## src/rtl/pipeline_hazard_sequencer_if.sv

```systemverilog
// Pipeline hazard control bundle: hazard inputs from the datapath and stage controls back to it.
// Latency: carries no storage; all signals are plain wires.
// Backpressure: none at this level; the sequencer applies stalls through the enables.
// master = pipeline datapath side, slave = hazard sequencer side.
interface pipeline_hazard_sequencer_if #(
    parameter int ADDR_W = 32,
    parameter int CNT_W  = 16
);
    // hazard sources
    logic              id_ex_memread;
    logic [4:0]        id_ex_rd;
    logic [4:0]        if_id_rs_a;
    logic [4:0]        if_id_rs_b;
    logic              branch_taken;
    logic [ADDR_W-1:0] branch_target;
    logic              dmem_req;
    logic              dmem_ack;
    // stage controls
    logic              pc_write_en;
    logic              pc_sel_branch;
    logic [ADDR_W-1:0] pc_branch_addr;
    logic              if_id_write_en;
    logic              if_id_flush;
    logic              id_ex_write_en;
    logic              id_ex_flush;
    logic              ex_mem_write_en;
    logic              mem_wb_bubble;
    // status
    logic              mem_timeout_err;
    logic [CNT_W-1:0]  loaduse_cnt;
    logic [CNT_W-1:0]  flush_cnt;
    logic [CNT_W-1:0]  memwait_cnt;

    modport master (
        output id_ex_memread, id_ex_rd, if_id_rs_a, if_id_rs_b,
               branch_taken, branch_target, dmem_req, dmem_ack,
        input  pc_write_en, pc_sel_branch, pc_branch_addr,
               if_id_write_en, if_id_flush, id_ex_write_en, id_ex_flush,
               ex_mem_write_en, mem_wb_bubble,
               mem_timeout_err, loaduse_cnt, flush_cnt, memwait_cnt
    );

    modport slave (
        input  id_ex_memread, id_ex_rd, if_id_rs_a, if_id_rs_b,
               branch_taken, branch_target, dmem_req, dmem_ack,
        output pc_write_en, pc_sel_branch, pc_branch_addr,
               if_id_write_en, if_id_flush, id_ex_write_en, id_ex_flush,
               ex_mem_write_en, mem_wb_bubble,
               mem_timeout_err, loaduse_cnt, flush_cnt, memwait_cnt
    );
endinterface

```

## src/rtl/pipeline_hazard_sequencer.sv

```systemverilog
// Hazard sequencer for the 5-stage core: load-use stall, ID branch redirect, data-memory freeze.
// Latency: stage controls are combinational (Mealy) in the same cycle; counters/flags update on the next edge.
// Backpressure: an outstanding dmem access freezes every stage; a branch seen while frozen is replayed afterwards.
// Ports: clk, rst_n (async active-low) and the slave modport of pipeline_hazard_sequencer_if.
module pipeline_hazard_sequencer #(
    parameter int ADDR_W      = 32,
    parameter int CNT_W       = 16,
    parameter int MEM_TIMEOUT = 64
) (
    input logic                      clk,
    input logic                      rst_n,
    pipeline_hazard_sequencer_if.slave bus
);
    localparam int WC_W = $clog2(MEM_TIMEOUT + 1);

    typedef enum logic {RUN, MEM_WAIT} state_t;

    state_t            state_q, state_d;
    logic              branch_pending_q, branch_pending_d;
    logic [ADDR_W-1:0] pend_addr_q, pend_addr_d;
    logic [WC_W-1:0]   wait_cnt_q, wait_cnt_d;
    logic              mem_timeout_err_q, mem_timeout_err_d;
    logic [CNT_W-1:0]  loaduse_cnt_q, loaduse_cnt_d;
    logic [CNT_W-1:0]  flush_cnt_q, flush_cnt_d;
    logic [CNT_W-1:0]  memwait_cnt_q, memwait_cnt_d;

    logic              load_use;
    logic              freeze;
    logic              inc_loaduse, inc_flush, inc_memwait;

    // raw controls, forced to zero while reset is asserted
    logic              pc_write_en_c, pc_sel_branch_c, if_id_write_en_c, if_id_flush_c;
    logic              id_ex_write_en_c, id_ex_flush_c, ex_mem_write_en_c, mem_wb_bubble_c;
    logic [ADDR_W-1:0] pc_branch_addr_c;

    always_comb begin
        load_use = bus.id_ex_memread && (bus.id_ex_rd != 5'd0) &&
                   ((bus.id_ex_rd == bus.if_id_rs_a) || (bus.id_ex_rd == bus.if_id_rs_b));
        // The RUN term covers the request cycle itself: that cycle is already a wait cycle.
        freeze   = ((state_q == MEM_WAIT) && !bus.dmem_ack) ||
                   ((state_q == RUN) && bus.dmem_req && !bus.dmem_ack);
    end

    always_comb begin
        state_d           = state_q;
        branch_pending_d  = branch_pending_q;
        pend_addr_d       = pend_addr_q;
        wait_cnt_d        = wait_cnt_q;
        mem_timeout_err_d = mem_timeout_err_q;
        inc_loaduse       = 1'b0;
        inc_flush         = 1'b0;
        inc_memwait       = 1'b0;

        pc_write_en_c     = 1'b1;
        pc_sel_branch_c   = 1'b0;
        pc_branch_addr_c  = '0;
        if_id_write_en_c  = 1'b1;
        if_id_flush_c     = 1'b0;
        id_ex_write_en_c  = 1'b1;
        id_ex_flush_c     = 1'b0;
        ex_mem_write_en_c = 1'b1;
        mem_wb_bubble_c   = 1'b0;

        if (freeze) begin
            pc_write_en_c     = 1'b0;
            if_id_write_en_c  = 1'b0;
            id_ex_write_en_c  = 1'b0;
            ex_mem_write_en_c = 1'b0;
            mem_wb_bubble_c   = 1'b1;
            inc_memwait       = 1'b1;
            // Only the first redirect seen during a freeze is kept; the ID
            // instruction is frozen, so later assertions are the same branch.
            if (bus.branch_taken && !branch_pending_q) begin
                branch_pending_d = 1'b1;
                pend_addr_d      = bus.branch_target;
            end
        end else if (branch_pending_q) begin
            // Replay the held redirect; whatever now sits in ID is stale.
            pc_sel_branch_c  = 1'b1;
            pc_branch_addr_c = pend_addr_q;
            if_id_flush_c    = 1'b1;
            id_ex_flush_c    = 1'b1;
            branch_pending_d = 1'b0;
            inc_flush        = 1'b1;
        end else if (load_use) begin
            // Branch in ID waits; it re-resolves once the load data is forwardable.
            pc_write_en_c    = 1'b0;
            if_id_write_en_c = 1'b0;
            id_ex_flush_c    = 1'b1;
            inc_loaduse      = 1'b1;
        end else if (bus.branch_taken) begin
            pc_sel_branch_c  = 1'b1;
            pc_branch_addr_c = bus.branch_target;
            if_id_flush_c    = 1'b1;
            inc_flush        = 1'b1;
        end

        case (state_q)
            RUN: begin
                if (bus.dmem_req && !bus.dmem_ack) begin
                    state_d    = MEM_WAIT;
                    wait_cnt_d = WC_W'(1);
                end
            end
            MEM_WAIT: begin
                if (bus.dmem_ack) begin
                    state_d    = RUN;
                    wait_cnt_d = '0;
                end else if (wait_cnt_q >= WC_W'(MEM_TIMEOUT - 1)) begin
                    // This cycle is the MEM_TIMEOUT-th frozen one: abort the access.
                    state_d           = RUN;
                    wait_cnt_d        = '0;
                    mem_timeout_err_d = 1'b1;
                end else begin
                    wait_cnt_d = wait_cnt_q + WC_W'(1);
                end
            end
            default: begin
                state_d    = RUN;
                wait_cnt_d = '0;
            end
        endcase

        loaduse_cnt_d = loaduse_cnt_q;
        flush_cnt_d   = flush_cnt_q;
        memwait_cnt_d = memwait_cnt_q;
        if (inc_loaduse && (loaduse_cnt_q != '1)) loaduse_cnt_d = loaduse_cnt_q + CNT_W'(1);
        if (inc_flush   && (flush_cnt_q   != '1)) flush_cnt_d   = flush_cnt_q   + CNT_W'(1);
        if (inc_memwait && (memwait_cnt_q != '1)) memwait_cnt_d = memwait_cnt_q + CNT_W'(1);
    end

    always_ff @(posedge clk or negedge rst_n) begin
        if (!rst_n) begin
            state_q           <= RUN;
            branch_pending_q  <= 1'b0;
            pend_addr_q       <= '0;
            wait_cnt_q        <= '0;
            mem_timeout_err_q <= 1'b0;
            loaduse_cnt_q     <= '0;
            flush_cnt_q       <= '0;
            memwait_cnt_q     <= '0;
        end else begin
            state_q           <= state_d;
            branch_pending_q  <= branch_pending_d;
            pend_addr_q       <= pend_addr_d;
            wait_cnt_q        <= wait_cnt_d;
            mem_timeout_err_q <= mem_timeout_err_d;
            loaduse_cnt_q     <= loaduse_cnt_d;
            flush_cnt_q       <= flush_cnt_d;
            memwait_cnt_q     <= memwait_cnt_d;
        end
    end

    // Controls are gated by rst_n so the pipeline holds still during reset.
    assign bus.pc_write_en     = rst_n & pc_write_en_c;
    assign bus.pc_sel_branch   = rst_n & pc_sel_branch_c;
    assign bus.pc_branch_addr  = rst_n ? pc_branch_addr_c : '0;
    assign bus.if_id_write_en  = rst_n & if_id_write_en_c;
    assign bus.if_id_flush     = rst_n & if_id_flush_c;
    assign bus.id_ex_write_en  = rst_n & id_ex_write_en_c;
    assign bus.id_ex_flush     = rst_n & id_ex_flush_c;
    assign bus.ex_mem_write_en = rst_n & ex_mem_write_en_c;
    assign bus.mem_wb_bubble   = rst_n & mem_wb_bubble_c;
    assign bus.mem_timeout_err = mem_timeout_err_q;
    assign bus.loaduse_cnt     = loaduse_cnt_q;
    assign bus.flush_cnt       = flush_cnt_q;
    assign bus.memwait_cnt     = memwait_cnt_q;
endmodule

```

## src/flat_wrapper.sv

```systemverilog
// flat-port wrapper written by rule: the top's interface ports become plain ports
module pipeline_hazard_sequencer_flat 
#(
    parameter int ADDR_W      = 32,
    parameter int CNT_W       = 16,
    parameter int MEM_TIMEOUT = 64
)
  (clk, rst_n, bus_id_ex_memread, bus_id_ex_rd, bus_if_id_rs_a, bus_if_id_rs_b, bus_branch_taken, bus_branch_target, bus_dmem_req, bus_dmem_ack, bus_pc_write_en, bus_pc_sel_branch, bus_pc_branch_addr, bus_if_id_write_en, bus_if_id_flush, bus_id_ex_write_en, bus_id_ex_flush, bus_ex_mem_write_en, bus_mem_wb_bubble, bus_mem_timeout_err, bus_loaduse_cnt, bus_flush_cnt, bus_memwait_cnt);
  pipeline_hazard_sequencer_if #(.ADDR_W(ADDR_W), .CNT_W(CNT_W)) bus_i ();
  input logic clk;
  input logic rst_n;
  input wire logic [$bits(bus_i.id_ex_memread)-1:0] bus_id_ex_memread;
  input wire logic [$bits(bus_i.id_ex_rd)-1:0] bus_id_ex_rd;
  input wire logic [$bits(bus_i.if_id_rs_a)-1:0] bus_if_id_rs_a;
  input wire logic [$bits(bus_i.if_id_rs_b)-1:0] bus_if_id_rs_b;
  input wire logic [$bits(bus_i.branch_taken)-1:0] bus_branch_taken;
  input wire logic [$bits(bus_i.branch_target)-1:0] bus_branch_target;
  input wire logic [$bits(bus_i.dmem_req)-1:0] bus_dmem_req;
  input wire logic [$bits(bus_i.dmem_ack)-1:0] bus_dmem_ack;
  output wire logic [$bits(bus_i.pc_write_en)-1:0] bus_pc_write_en;
  output wire logic [$bits(bus_i.pc_sel_branch)-1:0] bus_pc_sel_branch;
  output wire logic [$bits(bus_i.pc_branch_addr)-1:0] bus_pc_branch_addr;
  output wire logic [$bits(bus_i.if_id_write_en)-1:0] bus_if_id_write_en;
  output wire logic [$bits(bus_i.if_id_flush)-1:0] bus_if_id_flush;
  output wire logic [$bits(bus_i.id_ex_write_en)-1:0] bus_id_ex_write_en;
  output wire logic [$bits(bus_i.id_ex_flush)-1:0] bus_id_ex_flush;
  output wire logic [$bits(bus_i.ex_mem_write_en)-1:0] bus_ex_mem_write_en;
  output wire logic [$bits(bus_i.mem_wb_bubble)-1:0] bus_mem_wb_bubble;
  output wire logic [$bits(bus_i.mem_timeout_err)-1:0] bus_mem_timeout_err;
  output wire logic [$bits(bus_i.loaduse_cnt)-1:0] bus_loaduse_cnt;
  output wire logic [$bits(bus_i.flush_cnt)-1:0] bus_flush_cnt;
  output wire logic [$bits(bus_i.memwait_cnt)-1:0] bus_memwait_cnt;
  assign bus_i.id_ex_memread = bus_id_ex_memread;
  assign bus_i.id_ex_rd = bus_id_ex_rd;
  assign bus_i.if_id_rs_a = bus_if_id_rs_a;
  assign bus_i.if_id_rs_b = bus_if_id_rs_b;
  assign bus_i.branch_taken = bus_branch_taken;
  assign bus_i.branch_target = bus_branch_target;
  assign bus_i.dmem_req = bus_dmem_req;
  assign bus_i.dmem_ack = bus_dmem_ack;
  assign bus_pc_write_en = bus_i.pc_write_en;
  assign bus_pc_sel_branch = bus_i.pc_sel_branch;
  assign bus_pc_branch_addr = bus_i.pc_branch_addr;
  assign bus_if_id_write_en = bus_i.if_id_write_en;
  assign bus_if_id_flush = bus_i.if_id_flush;
  assign bus_id_ex_write_en = bus_i.id_ex_write_en;
  assign bus_id_ex_flush = bus_i.id_ex_flush;
  assign bus_ex_mem_write_en = bus_i.ex_mem_write_en;
  assign bus_mem_wb_bubble = bus_i.mem_wb_bubble;
  assign bus_mem_timeout_err = bus_i.mem_timeout_err;
  assign bus_loaduse_cnt = bus_i.loaduse_cnt;
  assign bus_flush_cnt = bus_i.flush_cnt;
  assign bus_memwait_cnt = bus_i.memwait_cnt;
  pipeline_hazard_sequencer #(.ADDR_W(ADDR_W), .CNT_W(CNT_W), .MEM_TIMEOUT(MEM_TIMEOUT)) u_core (.clk(clk), .rst_n(rst_n), .bus(bus_i));
endmodule
```

## config.mk

```make
export PLATFORM = sky130hd
export DESIGN_NAME = pipeline_hazard_sequencer_flat
export DESIGN_NICKNAME = d
export VERILOG_FILES = /design/src/rtl/pipeline_hazard_sequencer_if.sv /design/src/rtl/pipeline_hazard_sequencer.sv /design/src/flat_wrapper.sv
export SDC_FILE = /design/constraint.sdc
export NUM_CORES = 1
export LEC_CHECK = 0
export ABC_AREA = 0
export ABC_CLOCK_PERIOD_IN_PS = 3070
export CORE_MARGIN = 1.5
export CORE_UTILIZATION = 51
export DETAILED_ROUTE_END_ITERATION = 10
export PLACE_DENSITY = 0.86
export SKIP_CTS_REPAIR_TIMING = 1
export SLEW_MARGIN = 20
export SYNTH_ARGS = -nofsm -noshare
export SYNTH_HDL_FRONTEND = slang
export SYNTH_SLANG_ARGS = --single-unit
```

## constraint.sdc

```tcl
create_clock -name clk -period 3.07 [get_ports clk]
set_input_delay 0.4605 -clock clk [delete_from_list [all_inputs] [get_ports clk]]
set_output_delay 0.4605 -clock clk [all_outputs]
set_load 0.01 [all_outputs]
```

Word-level counts from Yosys, hierarchy flattened
Cells that the tools add are included.
{"block": "classes", "n_reduce_logical": 17, "add_sub_neg": 4, "order_cmp": 1, "n_mux": 29, "bitwise_logic": 7, "n_eq_ne": 7}
{"cell": "$mux 32", "count": 5}
{"cell": "$add 16x1->16 const B", "count": 3}
{"cell": "$ne 16x16->1 const B", "count": 3}
{"cell": "$mux 7", "count": 3}
{"cell": "$mux 1", "count": 19}
{"cell": "$pmux 7 s2", "count": 1}
{"cell": "$eq 5x5->1", "count": 2}
{"cell": "$logic_and 1x1->1", "count": 10}
{"cell": "$add 7x1->7 const B", "count": 1}
{"cell": "$ge 7x6->1 const B", "count": 1}
{"cell": "$and 1x1->1", "count": 5}
{"cell": "$reduce_bool 5->1", "count": 1}
{"cell": "$ne 2x2->1 const B", "count": 2}
{"cell": "$reduce_and 3->1", "count": 1}
{"cell": "$logic_not 1->1", "count": 2}
{"cell": "$logic_or 1x1->1", "count": 2}
{"cell": "$not 1->1", "count": 2}
{"cell": "$pmux 1 s2", "count": 1}
{"cell": "$reduce_and 2->1", "count": 1}
{"block": "word_totals", "ff_bits": 90}

Depth between registers and ports, before layout
Gate-level depths: netlist of the first run.
{"block": "logic_depth", "ltp_word": 7, "depth_mapped": 7, "depth_no_buf": 7}

Worst setup path before layout of the first run
Ideal clock, no wire load.
{"block": "synth_path", "path_kind": "input port to output port", "start": "input port bus_id_ex_rd[0]", "end": "output port bus_pc_write_en", "cell_stages": 6, "arrival_ps": 1820, "required_ps": 2609, "slack_ps": 789, "path_cell_list": "or4_4 > o21ai_4 > nor3_4 > buf_6 > nor2_1 > buf_4"}
{"block": "synth_via", "elab_chain_cells": 7}
{"element": "start, declared", "line": "flat_wrapper.sv:13", "text": "input wire logic [$bits(bus_i.id_ex_rd)-1:0] bus_id_ex_rd;"}
{"element": "$eq 5x5->1 / $reduce_bool 5->1 (equally long branches)", "line": "pipeline_hazard_sequencer.sv:38, pipeline_hazard_sequencer.sv:37"}
{"element": "$logic_or 1x1->1 / $logic_and 1x1->1 (equally long branches)", "line": "pipeline_hazard_sequencer.sv:38, pipeline_hazard_sequencer.sv:37"}
{"element": "$logic_and 1x1->1 (*)", "line": "pipeline_hazard_sequencer.sv:37", "text": "load_use = bus.id_ex_memread && (bus.id_ex_rd != 5'd0) &&"}
{"element": "$mux 1 (*) (3 in a row)"}
{"element": "$and 1x1->1 (*)"}
{"element": "end, declared", "line": "flat_wrapper.sv:20", "text": "output wire logic [$bits(bus_i.pc_write_en)-1:0] bus_pc_write_en;"}
Every way passes the cells marked *; elsewhere a longest branch is shown, timed or not.

Final worst setup path of the first run
{"block": "layout_path", "start": "input port bus_id_ex_rd[0]", "end": "output port bus_pc_write_en"}
{"block": "layout_via", "elab_chain_cells": 7}
{"element": "$eq 5x5->1 / $reduce_bool 5->1 (equally long branches)", "line": "pipeline_hazard_sequencer.sv:38, pipeline_hazard_sequencer.sv:37"}
{"element": "$logic_or 1x1->1 / $logic_and 1x1->1 (equally long branches)", "line": "pipeline_hazard_sequencer.sv:38, pipeline_hazard_sequencer.sv:37"}
{"element": "$logic_and 1x1->1 (*)", "line": "pipeline_hazard_sequencer.sv:37"}
{"element": "$mux 1 (*)", "line": "pipeline_hazard_sequencer.sv:85", "text": "end else if (load_use) begin"}
{"element": "$mux 1 (*)", "line": "pipeline_hazard_sequencer.sv:77", "text": "end else if (branch_pending_q) begin"}
{"element": "$mux 1 (*)", "line": "pipeline_hazard_sequencer.sv:64", "text": "if (freeze) begin"}
{"element": "$and 1x1->1 (*)", "line": "pipeline_hazard_sequencer.sv:155", "text": "assign bus.pc_write_en = rst_n & pc_write_en_c;"}
Marked as above.

==> flow_metrics.tcl, run 1 <==
set metrics [dict create \
    clkTransAtPathRegs_ns 0.08 \
    synthAdderAreaFrac 0.0107 \
    finalClockSkew_ns 0.0135 \
    worstSetupEndpointType "output pin" \
    cap_viol_max_count 0 \
    tightest_slew_ns 0.831 \
    routed_wl_mm 11.7 \
    port_buffers 141 \
    synth-simple-area-share 0.208 \
    htree_levels 3 \
    drtIter0Drc 143 \
    ys.flop_type "dfrtp_1" \
    grt_use_total 0.243 \
    clockRootBuffer "clkbuf_8" \
    required_ns 2.61 \
    rsz0062_at_grt "no" \
    synth_cells 432 \
    irDropWorstVdd_mv 0.405 \
    final_area_um2 6610 \
    core.rowCount 34 \
    crit_fanout 3 \
    violations "design-rule violations" \
    power.leakage_nw 3.34 \
    slew_viol_final 0 \
    grt_overflow 0 \
    hp-class "in -> async" \
    die_area_um2 9770 \
    hold_viol 0 \
    grt_pass1_wl_mm 19.1 \
    p_total_mw 3.51 \
    synth.area.mux_share 0.0863 \
    ys_async_sr_fraction 1.00 \
    drive_gt1_frac 0.164 \
    status "finished, violations left" \
    ios 142 \
    dr_wl_met3_um 565 \
    synth_top_family_by_area "simple AND/OR/NAND/NOR gates" \
    place_congestion 0.866 \
    drc_errors 7 \
    grt_pass1_vias 3988 \
    wl_met2_mm 5.87 \
    tns_ns 0 \
    crit_path_start_kind "primary input" \
    finalCoreUtilization 0.750 \
    fillers 588 \
    syn_area_um2 4680 \
    die_y_um 98.8 \
    synthesis.nets 489 \
    seq_area_frac_synth 0.481 \
    finalCritPeriodShare 0.975 \
    arrival_ns 2.53 \
    area_growth_pct 41.0 \
    timing.fmax_ghz 0.334 \
    synth-xor-area-share 0.103 \
    cts_tree "built" \
    drt-met1-wl_mm 4.89 \
    hpwlAfterDp_mm 8.52 \
    ys_ff_latch 90 \
    synth.yosys.warnings 0 \
    synth_compound_area_frac 0.0876 \
    finalSetupViolations 0 \
    vias_per_cell 5.70 \
    wire_per_inst_um 16.8 \
    nets 640 \
    cts_sinks 90 \
    ant_nets 0 \
    core_um2 8810 \
    initial_core_util 0.532 \
    drt_first_pass_iters 11 \
    synth.avg_cell_area_um2 10.8 \
    clk_path_buf_depth 2 \
    num_antenna_cells 0 \
    finalCriticalPeriod_ns 2.99 \
    vias 3960 \
    cts_buffers 9 \
    critical_path_class "in -> out" \
    placed_area_um2 6270 \
    highest_layer "met4" \
    grt_max_degree 47 \
    synth-edff-count 0 \
    antenna_found_initial 0 \
    power_density_nw_per_um2 531 \
    synth_cell_types 50 \
    insertion_delay_ns 0.34 \
    maxSlewHeadroom 0.442 \
    die_w_um 98.8 \
]
[area by class of cell]
type                    count  area [um2]  area share
repair buffers            158        1640       0.248
well taps                 108         135      0.0205
multi-input cells         319        2320       0.352
clock inverters             4        98.8      0.0150
inverters                   5        18.8     0.00284
clock buffers              11         141      0.0214
flip-flops and latches     90        2250       0.341
[synth_stat cells (8+ instances only)]
cell type / n / area share
mux2_2: 33 / 0.079
nor2_1: 55 / 0.044
dfrtp_1: 90 / 0.48
nand4_1: 11 / 0.015
nand2_1: 26 / 0.021
xor2_1: 31 / 0.058
nor3_2: 8 / 0.017
xnor2_1: 22 / 0.041
a22oi_1: 32 / 0.051
nand3_1: 22 / 0.024
[cells by family (layout without fill, tap and decap cells)]
logic type                 Yosys count  in the layout
AOI/OAI and AO/OA                   54             54
buffers and inverters               23            178
muxes                               36             36
xor gates and xnor gates            54             54
adders and majority gates            4              4
and+or+nand+nor                    171            171
DFF                                 90             90
[routing by layer]
metal / track usage / vias up
met3: 0.0426 / 34
met2: 0.397 / 133
li1: - / 1844
met5: 0 / -
met4: 0.114 / 0
met1: 0.316 / 1949
[sequential cells by signal, indices dropped and copies added, names as in the netlist]
register                    count
u_core.pend_addr_q             32
u_core.bus.flush_cnt           16
u_core.bus.loaduse_cnt         16
u_core.bus.memwait_cnt         16
u_core.wait_cnt_q               7
u_core.branch_pending_q         1
u_core.bus.mem_timeout_err      1
u_core.state_q                  1
[cell usage in the layout (no fill, tap or decap), types with 22 or more instances in the layout]
master | Yosys | layout
nand2_1 | 26 | 26
nand3_1 | 22 | 22
mux2_2 | 33 | 33
clkdlybuf4s50_1 | 0 | 105
dfrtp_1 | 90 | 90
xnor2_1 | 22 | 22
xor2_1 | 31 | 31
a22oi_1 | 32 | 32
nor2_1 | 55 | 53
dlymetal6s2s_1 | 0 | 35
[report_power, final]
part | internal [mW] | switching [mW] | total (mW)
Sequential | 1.40 | 0.213 | 1.61
Clock | 0.563 | 0.402 | 0.964
Combinational | 0.530 | 0.402 | 0.933
Total | 2.49 | 1.02 | 3.51
[per-stage QoR]
| stage | hold WS (ns) | cells | setup WS [ns] |
|---|---|---|---|
| floorplan | 0.165 | 432 | 0.789 |
| global placement | 0.457 | 680 | -0.117 |
| detailed placement | 0.472 | 680 | -0.172 |
| CTS | 0.267 | 695 | -0.182 |
| global route | 0.297 | 695 | 0.0142 |
| finish | 0.253 | 695 | 0.0752 |
[critical path, stage by stage]
cell and delay [ns]:
clkdlybuf4s50_1 0.44, or4_4 0.56, o21ai_4 0.16, buf_4 0.15, nor3_4 0.04, nor2_2 0.16
clkdlybuf4s50_1 0.56
[worst paths after layout]
kind | start | endpoint | slack, ns | cells past startpoint
max | bus_id_ex_rd[0] | bus_pc_write_en | 0.08 | 7
min | rst_n | u_core.pend_addr_q[24] | 0.25 | 2
max reg2reg | u_core.bus.flush_cnt[0] | u_core.bus.flush_cnt[1] | 0.84 | 7
min reg2reg | u_core.wait_cnt_q[4] | u_core.wait_cnt_q[4] | 0.48 | 1
max in group asynchronous | rst_n | u_core.bus.flush_cnt[2] | 1.82 | 3
min in group clk | u_core.wait_cnt_q[4] | u_core.wait_cnt_q[4] | 0.48 | 1
No activity file was read; power rests on OpenSTA's default activity.
==> run 2: changes to the inputs <==
--- a/config.mk
+++ b/config.mk
@@ -8,9 +8,9 @@
 export ABC_AREA = 0
 export ABC_CLOCK_PERIOD_IN_PS = 3070
 export CORE_MARGIN = 1.5
-export CORE_UTILIZATION = 51
+export CORE_UTILIZATION = 49
 export DETAILED_ROUTE_END_ITERATION = 10
-export PLACE_DENSITY = 0.86
+export PLACE_DENSITY = 0.83
 export SKIP_CTS_REPAIR_TIMING = 1
 export SLEW_MARGIN = 20
 export SYNTH_ARGS = -nofsm -noshare
==> run 2 against run 1 <==
- the run now ends clean
- non-clock buffer count down 1
- total power down 3.0%
- sequential power about the same
- sequential cell count unchanged
- wire length down 4.3%
- clock skew about the same
- global-route usage down 1.4 points
- die area up 4.0%
- maximum frequency about the same
- clock power down 9.2%
- utilization down 3.5 points
- critical endpoint is now bus_if_id_write_en
- highest routed layer unchanged
==> flow_metrics.tcl, run 2 (synthesized netlist as in run 1, its figures left out) <==
set metrics [dict create \
    crit_family "buffers and inverters" \
    top_register "u_core.pend_addr_q" \
    pre_cts_ws_ns -0.168 \
    nets 639 \
    core.rowCount 35 \
    die_area_um2 10200 \
    setup_ws_ns 0.0754 \
    place_congestion 0.816 \
    finalCoreUtilization 0.715 \
    path_common_cell "clkdlybuf4s50_1" \
    crit_chain "clkdlybuf4s50_1, or4_4, o21ai_4, buf_4, nor3_4, nor2_2, clkdlybuf4s50_1" \
    tightest_slew_ns 0.849 \
    irDropWorstVdd_mv 0.233 \
    finalCritPeriodShare 0.975 \
    power.leakage_nw 3.31 \
    tns_ns 0 \
    clockRootBuffer "clkbuf_8" \
    hp-class "in -> async" \
    core_um2 9240 \
    crit_path_start_kind "primary input" \
    num_antenna_cells 0 \
    placed_area_um2 6290 \
    die_w_um 101 \
    mostFrequentLayoutCells "105 x clkdlybuf4s50_1, 90 x dfrtp_1, 52 x nor2_1" \
    final_area_um2 6610 \
    hpwlAfterDp_mm 8.09 \
    p_total_mw 3.40 \
    htree_levels 3 \
    finalNonFillerCells 715 \
    rsz0062_at_grt "no" \
    p_int_mw 2.38 \
    grt_use_total 0.229 \
    arrival_ns 2.53 \
    p_clk_frac 0.257 \
    area_growth_pct 41.1 \
    status "finished clean" \
    wire_per_inst_um 15.6 \
    maxSlewHeadroom 0.430 \
    vias_per_cell 5.35 \
    cts_buffers 9 \
    power_density_nw_per_um2 515 \
    initial_core_util 0.507 \
    dp_cells 700 \
    r2r_cells 7 \
    power_frac_seq 0.472 \
    clkTransAtPathRegs_ns 0.09 \
    antenna_found_initial 0 \
    timing.fmax_ghz 0.334 \
    slew_viol_final 0 \
    comb_power_share 0.270 \
    cts_sinks 90 \
    p_switching_mw 1.02 \
    insertion_delay_ns 0.35 \
    slowest_stage "or4_4" \
    grt_max_degree 52 \
    drtIter0Drc 106 \
    cp_num_buf_inv 3 \
    final_common_cell "clkdlybuf4s50_1" \
    cap_viol_max_count 0 \
    finalCriticalPeriod_ns 2.99 \
    drive_gt1_frac 0.166 \
    drc_errors 0 \
    grt_pass1_vias 3943 \
    grt_overflow 0 \
    max_stage_delay_ns 0.56 \
    worstSetupEndpointType "output pin" \
    swShare 0.300 \
    required_ns 2.61 \
    finalClockSkew_ns 0.0138 \
    drt_first_pass_iters 4 \
    ant_nets 0 \
    fillers 678 \
    vias 3826 \
    hold_viol 0 \
    cts_tree "built" \
    crit_fanout 4 \
    finalSetupViolations 0 \
    grt_pass1_wl_mm 18.6 \
    ios 142 \
    clk_path_buf_depth 2 \
    port_buffers 141 \
    die_y_um 101 \
    largest_reg_flops 32 \
    hold_ws_ns 0.210 \
    critical_path_class "in -> out" \
    routed_wl_mm 11.2 \
    crit_cells 7 \
]
## run 2: cell count changes in the layout (fill, tap and decap cells not counted), sizes merged
cell	delta
bufinv	-1
clkbuf	-2
clkinvlp	+3
buf	-1
## run 2: worst paths after layout
kind,startpoint,endpoint,slack (ns)
min,rst_n,u_core.bus.loaduse_cnt[7],0.21
min in group clk,u_core.bus.memwait_cnt[9],u_core.bus.memwait_cnt[9],0.49
max in group asynchronous,rst_n,u_core.wait_cnt_q[6],1.83
min reg2reg,u_core.bus.memwait_cnt[9],u_core.bus.memwait_cnt[9],0.49
max,bus_id_ex_rd[0],bus_if_id_write_en,0.08
max reg2reg,u_core.bus.flush_cnt[0],u_core.bus.flush_cnt[1],0.86
## run 2: power by group through the flow
stage / Combinational [mW] / Clock [mW] / Sequential (mW)
final: 0.920 / 0.875 / 1.61
after floorplan: 0.414 / 0 / 1.63
after global routing: 0.996 / 0.940 / 1.64
after CTS: 0.937 / 0.890 / 1.61
after global placement: 0.900 / 0 / 1.62
after detailed placement: 0.930 / 0 / 1.62
## run 2: routing by layer
metal | share of wire | wire, um | global-route usage | vias to the layer above
li1 | - | - | - | 1845
met1 | 0.43 | 4840 | 0.290 | 1844
met2 | 0.49 | 5510 | 0.392 | 123
met3 | 0.062 | 689 | 0.0506 | 14
met4 | 0.013 | 147 | 0.0683 | 0
met5 | 0 | 0 | 0 | -
## run 2: layout make-up
| type | count | area [um2] | area share |
|---|---|---|---|
| sequential | 90 | 2250 | 0.341 |
| clock buffer | 9 | 124 | 0.0187 |
| clock inverter | 6 | 91.3 | 0.0138 |
| inverter | 5 | 18.8 | 0.00284 |
| multi-input combinational | 319 | 2330 | 0.353 |
| timing repair buffer | 157 | 1630 | 0.247 |
| tap | 129 | 161 | 0.0244 |
## run 2: worst register-to-register path, stage by stage, from the launching register on
cell and delay (ns):
dfrtp_1 0.45, ha_1 0.23, nand3_1 0.12, nor2_1 0.25, nand3_2 0.19, nor3_4 0.42
nor3_2 0.11, mux2_1 0.34
